[src/rtl/apb_master_ctrl.sv]
// APB requester: takes single read/write commands on a valid/ready port and runs SETUP/ACCESS with pready waits.
// Optional build macro APB_TIMEOUT_EN aborts an ACCESS phase after TIMEOUT_CYCLES cycles without pready.
module apb_master_ctrl #(
   parameter int ADDR_WIDTH     = 8,
   parameter int DATA_WIDTH     = 91,
   parameter int TIMEOUT_CYCLES = 16
) (
   input  logic                  clk,
   input  logic                  rst_n,
   input  logic                  cmd_valid,
   output logic                  cmd_ready,
   input  logic                  cmd_write,
   input  logic [ADDR_WIDTH-1:0] cmd_addr,
   input  logic [DATA_WIDTH-1:0] cmd_wdata,
   output logic                  rsp_valid,
   output logic [DATA_WIDTH-1:0] rsp_rdata,
   output logic                  rsp_error,
   output logic [ADDR_WIDTH-1:0] paddr,
   output logic                  pwrite,
   output logic                  psel,
   output logic                  penable,
   output logic [DATA_WIDTH-1:0] pwdata,
   input  logic [DATA_WIDTH-1:0] prdata,
   input  logic                  pready
);

   typedef enum logic [1:0] {IDLE, SETUP, ACCESS} state_t;

   state_t                  state_q, state_d;
   logic                    cmd_ready_d, rsp_valid_d, rsp_error_d;
   logic                    psel_d, penable_d, pwrite_d;
   logic [ADDR_WIDTH-1:0]   paddr_d;
   logic [DATA_WIDTH-1:0]   pwdata_d, rsp_rdata_d;

`ifdef APB_TIMEOUT_EN
   localparam int CW = $clog2(TIMEOUT_CYCLES + 1);
   logic [CW-1:0] wait_q, wait_d;
   logic          limit_hit;
   // wait_q counts earlier wait cycles, so the limit falls on ACCESS cycle number TIMEOUT_CYCLES
   assign limit_hit = (wait_q == CW'(TIMEOUT_CYCLES - 1));
`endif

   always_comb begin
      state_d     = state_q;
      cmd_ready_d = cmd_ready;
      rsp_valid_d = 1'b0;
      rsp_error_d = 1'b0;
      rsp_rdata_d = rsp_rdata;
      psel_d      = psel;
      penable_d   = penable;
      paddr_d     = paddr;
      pwrite_d    = pwrite;
      pwdata_d    = pwdata;
`ifdef APB_TIMEOUT_EN
      wait_d      = wait_q;
`endif
      case (state_q)
         IDLE: begin
            if (cmd_valid && cmd_ready) begin
               state_d     = SETUP;
               paddr_d     = cmd_addr;
               pwrite_d    = cmd_write;
               pwdata_d    = cmd_write ? cmd_wdata : '0;
               psel_d      = 1'b1;
               cmd_ready_d = 1'b0;
            end else begin
               // ready rises one cycle after reset release
               cmd_ready_d = 1'b1;
            end
         end
         SETUP: begin
            state_d   = ACCESS;
            penable_d = 1'b1;
`ifdef APB_TIMEOUT_EN
            wait_d    = '0;
`endif
         end
         ACCESS: begin
            if (pready) begin
               state_d     = IDLE;
               psel_d      = 1'b0;
               penable_d   = 1'b0;
               rsp_valid_d = 1'b1;
               rsp_rdata_d = pwrite ? '0 : prdata;
               cmd_ready_d = 1'b1;
`ifdef APB_TIMEOUT_EN
            end else if (limit_hit) begin
               state_d     = IDLE;
               psel_d      = 1'b0;
               penable_d   = 1'b0;
               rsp_valid_d = 1'b1;
               rsp_error_d = 1'b1;
               rsp_rdata_d = '0;
               cmd_ready_d = 1'b1;
            end else begin
               wait_d = wait_q + 1'b1;
`endif
            end
         end
         default: state_d = IDLE;
      endcase
   end

   always_ff @(posedge clk or negedge rst_n) begin
      if (!rst_n) begin
         state_q   <= IDLE;
         cmd_ready <= 1'b0;
         rsp_valid <= 1'b0;
         rsp_error <= 1'b0;
         rsp_rdata <= '0;
         psel      <= 1'b0;
         penable   <= 1'b0;
         paddr     <= '0;
         pwrite    <= 1'b0;
         pwdata    <= '0;
      end else begin
         state_q   <= state_d;
         cmd_ready <= cmd_ready_d;
         rsp_valid <= rsp_valid_d;
         rsp_error <= rsp_error_d;
         rsp_rdata <= rsp_rdata_d;
         psel      <= psel_d;
         penable   <= penable_d;
         paddr     <= paddr_d;
         pwrite    <= pwrite_d;
         pwdata    <= pwdata_d;
      end
   end

`ifdef APB_TIMEOUT_EN
   always_ff @(posedge clk or negedge rst_n) begin
      if (!rst_n) wait_q <= '0;
      else        wait_q <= wait_d;
   end
`endif

endmodule

[config.mk]
export PLATFORM = sky130hd
export DESIGN_NAME = apb_master_ctrl
export DESIGN_NICKNAME = d
export VERILOG_FILES = /design/src/rtl/apb_master_ctrl.sv
export SDC_FILE = /design/constraint.sdc
export NUM_CORES = 1
export LEC_CHECK = 0
export BUFFER_PORTS_ARGS = -buffer_cell sky130_fd_sc_hd__buf_2
export CORE_MARGIN = 2
export CORE_UTILIZATION = 30
export CTS_BUF_LIST = sky130_fd_sc_hd__clkbuf_2
export CTS_CLUSTER_SIZE = 16
export DETAILED_ROUTE_END_ITERATION = 8
export GPL_ROUTABILITY_DRIVEN = 0
export PLACE_DENSITY_LB_ADDON = 0.1
export SLEW_MARGIN = 20
export SYNTH_ARGS = -nofsm -noshare
export SYNTH_HDL_FRONTEND = slang
export SYNTH_SLANG_ARGS = --single-unit
[constraint.sdc]
create_clock -name clk -period 2.2 [get_ports clk]
set_clock_uncertainty 0.15 [all_clocks]
set_input_delay 0.22 -clock clk [delete_from_list [all_inputs] [get_ports clk]]
set_output_delay 0.22 -clock clk [all_outputs]
set_load 0.005 [all_outputs]
==> results of run 1 <==
-- cell families after synthesis --
group	count (synthesis)	share of synthesized area
AOI/OAI and AO/OA	186	0.116
buffers and inverters	65	0.0448
DFF	197	0.615
muxes	10	0.0183
other	1	0.000468
and+or+nand+nor	370	0.205
-- Yosys cell counts --
cell,count
buf_2,8
o21a_1,1
mux2_2,1
nor2_1,2
buf_4,8
buf_6,10
mux2_4,9
a21oi_1,2
dfrtp_1,197
conb_1,1
o21ai_0,183
nand2b_1,91
nand3b_1,1
clkbuf_1,36
nand2_1,275
inv_1,3
nand4bb_4,1
-- metrics by stage --
| stage | setup slack [ns] | util | area, um^2 | std cells | hold slack [ns] |
|---|---|---|---|---|---|
| after global placement | 0.611 | 0.393 | 10300 | 1506 | 0.0286 |
| after floorplan | 0.688 | - | 8020 | 829 | -0.226 |
| after detailed placement | 0.581 | 0.393 | 10300 | 1506 | 0.0289 |
==> results.toml, run 1 <==
[clocking]
cts_sinks = 197
post_cts_buffers = 2
htreeDepth = 4
root_buffer = "clkbuf_2"
holdBufCountCts = 309
clk_path_buf_depth = 2
cts_buffers = 17
ctsResizeCount = 1

[synthesis]
synth_top_area_frac = 0.615
ys_top_cells_by_area = "dfrtp_1 (61%), nand2_1 (13%), o21ai_0 (11%)"
ys_seq_elements = 197
yosys_warnings = 0
syn-cell-area_mm2 = 0.00802
syn_nets = 1024
yosysTopAreaCell = "dfrtp_1"
yosysSeqAreaShare = 0.615
syn_avg_cell_area_um2 = 9.67
syn_inst = 829
yosysUniqueCellTypes = 17

[status]
first-error = "[ERROR RSZ-0060] Max buffer count reached."
haltStage = "clock tree synthesis (4_1_cts)"
status = "stopped before the end"

[floorplan]
start_util = 0.307
die_h_um = 167
rows = 59
ioPinCount = 391
fp.dieW_um = 167

[placement]
hpwlAfterDp_mm = 16.9
port_buffers = 389
==> run 2: changes to the inputs <==
CORE_UTILIZATION = 20   (was 30)
CTS_BUF_LIST = not set   (was sky130_fd_sc_hd__clkbuf_2)
CTS_CLUSTER_SIZE = not set   (was 16)
PLACE_DENSITY_LB_ADDON = 0.15   (was 0.1)
==> run 2 against run 1 <==
Compared with the run above:
- the flow now finishes without violations
- synthesized area unchanged
- synthesized cell count unchanged
==> results.toml, run 2 <==
[final_layout]
reg.largest.list = "pwdata x91, rsp_rdata x91, paddr x8"
drive_above_1_share = 0.324
syn_to_final_growth_pct = 63.6
final_cell_mix = "buf_2 (388), nand2_1 (275), dfrtp_1 (196)"
nNetsFinal = 1586
diodes = 0
final_common_cell = "buf_2"

[clocking]
clk_pin_slew_ns = 0.07
clock_latency_ns = 0.43
cts_tree = "done"
ctsResizeCount = 0
cts_buffers = 17
htreeDepth = 4
clk_path_buf_depth = 2
cts_sinks = 197
root_buffer = "clkbuf_16"
post_cts_buffers = 0

[synthesis]
yosysSeqAreaShare = 0.615
synth_top_area_frac = 0.615
yosys_warnings = 0
yosysUniqueCellTypes = 17
syn-cell-area_mm2 = 0.00802
syn_nets = 1024
yosys-top-cells-count = "nand2_1 (275), dfrtp_1 (197), o21ai_0 (183)"
ys_seq_elements = 197
syn_inst = 829
ys_top_cells_by_area = "dfrtp_1 (61%), nand2_1 (13%), o21ai_0 (11%)"
async_reset_ff_frac = 1.00
synth_most_common_cell = "nand2_1"
synth_edf_count = 0
ys.flop_type = "dfrtp_1"
yosysTopAreaCell = "dfrtp_1"
syn_avg_cell_area_um2 = 9.67

[floorplan]
ioPinCount = 391
core-area_mm2 = 0.0396
dieArea_mm2 = 0.0417
rows = 73
die_h_um = 204
start_util = 0.202
fp.dieW_um = 204

[placement]
place_ws_ns = 0.569
port_buffers = 389
hpwlAfterDp_mm = 18.3

[pwr]
power_density_mw_per_mm2 = 1180
p_total_w = 0.0155
total_leakage_power_nw = 6.66
ir_drop_mv = 0.493

[sta]
finalSetupViolCount = 0
fin_crit_sh = 0.873
maxSlewViolCount = 0
rsz0062_at_grt = "false"
fmax_mhz = 521
hold_violations = 0
slew_headroom = 0.610
fin_crit_ns = 1.92
tightestPinTransition_ns = 0.585
hold_slack_ns = 0.0637
setup-tns-final_ns = 0
fin_ws_ns = 0.280

[job]
max_cap_viol_count = 0

[routing]
drc = 0
vias_per_cell = 3.84
antenna_left = 0
drt_iter0_drc = 234
route.vias.total = 7414
drt_first_pass_iters = 4
wl_per_cell_um = 13.9
wl_mm = 26.8

[worst_setup_path]
cp-start-kind = "register"
path_max_fanout = 24
cp.arrival_ns = 1.55
path_class = "reg -> out"
end_kind = "output port"
crit_buf_inv = 2
cp_top_family = "flip-flops"
slowest_stage = "dfrtp_2"
required_ns = 1.83
cpPeakStageDelay_ns = 0.69
crit_chain = "buf_4 -> buf_2"

[status]
status = "finished, final reports clean"

[global_routing]
grt_max_degree = 114
grt_pass1_wl_mm = 42.2
antenna_found_initial = 0
grt_pass1_vias = 7729
grt.total_usage = 0.129
gr-total-overflow = 0

[hold_path]
hold_path_class = "in -> reg"
## run 2: timing repair
item / in CTS / in global routing
hold buffers: 192 / 0
endpoints found under the hold margin: 240 / 0
endpoints found under the setup margin: 0 / 0
## run 2: routing by layer
| metal | share of wire | track usage | vias to the layer above |
|---|---|---|---|
| li1 | - | - | 3779 |
| met1 | 0.46 | 0.165 | 3373 |
| met2 | 0.45 | 0.204 | 249 |
| met3 | 0.079 | 0.0450 | 13 |
| met4 | 0.011 | 0.0404 | 0 |
| met5 | 0 | 0 | - |
## run 2: final timing paths
path	from	endpoint	slack [ns]	cells after the start
setup / recovery	pwrite	pwrite	0.28	2
hold / removal	cmd_write	pwdata[4]	0.06	3
setup reg to reg	state_q[0]	pwdata[82]	0.57	5
hold reg to reg	pwdata[20]	pwdata[20]	0.33	2
max in group asynchronous	rst_n	rsp_rdata[31]	1.09	3
min in group asynchronous	rst_n	pwdata[81]	0.21	2
## run 2: worst register-to-register path, stage by stage (launching register included)
cell,delay [ns]
dfrtp_1,0.43
nand4bb_4,0.29
buf_12,0.22
buf_12,0.24
nand2_1,0.10
o21ai_0,0.07
## run 2: cells by family after synthesis
| family | Yosys count | share of synthesized area |
|---|---|---|
| simple gates | 370 | 0.205 |
| flops | 197 | 0.615 |
| compound gates | 186 | 0.116 |
| buf+inv | 65 | 0.0448 |
| mux | 10 | 0.0183 |
| other cells | 1 | 0.000468 |
## run 2: layout make-up
cell class              instances  area [um^2]
clock buffers                  23          488
multi-input cells             567         2730
inverters                       3         11.3
fillers                      4249        26500
flip-flops and latches        197         4930
repair buffers                605         4180
clock inverters                 9          114
well taps                     525          657
## run 2: through the flow
step / cells / utilization / cell area, um^2
after floorplan: 829 / - / 8020
after global placement: 1705 / 0.267 / 10600
after detailed placement: 1705 / 0.267 / 10600
after CTS: 1929 / 0.331 / 13100
after global routing: 1929 / 0.331 / 13100
final: 1929 / 0.331 / 13100
## run 2: power by group
part           internal (W)  switching (W)
registers           0.00543        0.00101
logic               0.00284        0.00289
clock network       0.00182        0.00146
total                0.0101        0.00536
Note: power is estimated with default switching activity, not from simulation.
==> run 3: changes to the inputs <==
CORE_UTILIZATION = 35   (was 20)
==> run 3 against run 2 <==
Compared with the run above:
- cell area fell by 3.0%
- register-to-register slack barely moved
- non-clock buffer count fell by 8
- routed wire length fell by 8.9%
==> results.toml, run 3 (same netlist as run 2, synthesis figures left out) <==
[status]
status = "finished, final reports clean"

[job]
max_cap_viol_count = 0

[final_layout]
drive_above_1_share = 0.320
final_cell_mix = "buf_2 (388), nand2_1 (275), dfrtp_1 (196)"
reg.largest.list = "pwdata x91, rsp_rdata x91, paddr x8"
diodes = 0
syn_to_final_growth_pct = 58.7
nNetsFinal = 1578
fin_util = 0.564
fill_cells = 2073
final_common_cell = "buf_2"

[sta]
hold_violations = 0
maxSlewViolCount = 0
fin_crit_ns = 1.64
hold_slack_ns = 0.136
finalSetupViolCount = 0
rsz0062_at_grt = "false"
fin_crit_sh = 0.746
fmax_mhz = 609
setup-tns-final_ns = 0

[hold_path]
hold_path_class = "in -> reg"

[worst_setup_path]
slowest_stage = "dfrtp_1"
path_class = "reg -> reg"
cpPeakStageDelay_ns = 0.43
path_max_fanout = 96
cp-start-kind = "register"
crit_chain = "nand4bb_4 -> buf_12 -> mux2_4"
required_ns = 2.36
cp.arrival_ns = 1.80
end_kind = "register"

[global_routing]
gr-total-overflow = 0
grt_pass1_wl_mm = 38.8
antenna_found_initial = 0
grt.total_usage = 0.200
grt_max_degree = 97
grt_pass1_vias = 7581

[clocking]
htreeDepth = 4
ctsResizeCount = 0
cts_buffers = 17
clk_pin_slew_ns = 0.08
clk_path_buf_depth = 2
root_buffer = "clkbuf_16"
clock_latency_ns = 0.42
cts_tree = "done"
holdBufCountCts = 193
post_cts_buffers = 0
cts_sinks = 197

[placement]
port_buffers = 389
hpwlAfterDp_mm = 16.2

[pwr]
power_density_mw_per_mm2 = 1190
comb_power_share = 0.381
ir_drop_mv = 0.599
netSwitchingPower_w = 0.00534
p_int_w = 0.00976
total_leakage_power_nw = 6.60
p_seq_frac = 0.422
p_total_w = 0.0151
p_sw_frac = 0.353
p_clk_frac = 0.198

[floorplan]
fp.dieW_um = 155
core-area_mm2 = 0.0226
ioPinCount = 391
start_util = 0.355
dieArea_mm2 = 0.0241
die_h_um = 155
rows = 55

[routing]
antenna_left = 0
drt_first_pass_iters = 5
vias_per_cell = 4.45
drc = 0
drt_iter0_drc = 417
wl_mm = 24.4
wl_per_cell_um = 14.5
route.vias.total = 7476
-- run 3: changes by cell type in the layout (fill, tap and decap cells not counted), moves of 2 or more --
cell	previous run	this run
inv_6	4	1
clkbuf_8	5	2
buf_4	14	4
inv_8	0	4
bufinv_16	2	0
clkinv_4	1	6
clkbuf_1	2	0
-- run 3: worst paths after layout --
check / start / cells past startpoint / end / slack, ns
hold / removal: cmd_write / 4 / pwdata[61] / 0.14
max in group asynchronous: rst_n / 3 / state_q[1] / 1.10
setup / recovery: state_q[0] / 3 / pwrite / 0.56
min in group asynchronous: rst_n / 2 / rsp_rdata[66] / 0.15
setup reg to reg: state_q[0] / 3 / pwrite / 0.56
hold reg to reg: pwdata[71] / 2 / pwdata[71] / 0.32
-- run 3: stage by stage --
stage          std cells  setup WS, ns  cell area (um^2)
2_1_floorplan        829         0.688              8020
3_3_place_gp        1456         0.596             10200
3_5_place_dp        1456         0.584             10200
4_1_cts             1680         0.573             12700
5_1_grt             1680         0.451             12700
6_report            1680         0.558             12700
-- run 3: layout make-up --
cell class	instances	area, um^2	share of cell area
Sequential cell	197	4930	0.388
Timing Repair Buffer	597	4140	0.325
Multi-Input combinational cell	567	2730	0.214
Clock buffer	18	439	0.0345
Tap cell	285	357	0.0280
Clock inverter	13	119	0.00934
Inverter	3	11.3	0.000885
-- run 3: power by group through the flow --
stage	Clock, W	Combinational, W	Sequential (W)
floorplan	0	0.00252	0.00657
global placement	0	0.00546	0.00636
detailed placement	0	0.00556	0.00640
CTS	0.00309	0.00580	0.00637
global route	0.00323	0.00651	0.00660
finish	0.00298	0.00575	0.00637
-- run 3: critical path: cells and delay by family, from the launching register on --
kind	cells	cell delay, ns
buffers and inverters	1	0.26
muxes	1	0.33
DFF	1	0.43
and+or+nand+nor	1	0.32
-- run 3: per-layer routing --
| metal | vias to the layer above | GRT usage | wire, um |
|---|---|---|---|
| met1 | 3419 | 0.244 | 10300 |
| li1 | 3762 | - | - |
| met2 | 267 | 0.342 | 11700 |
| met5 | - | 0 | 0 |
| met4 | 0 | 0.0585 | 430 |
| met3 | 28 | 0.0638 | 1960 |
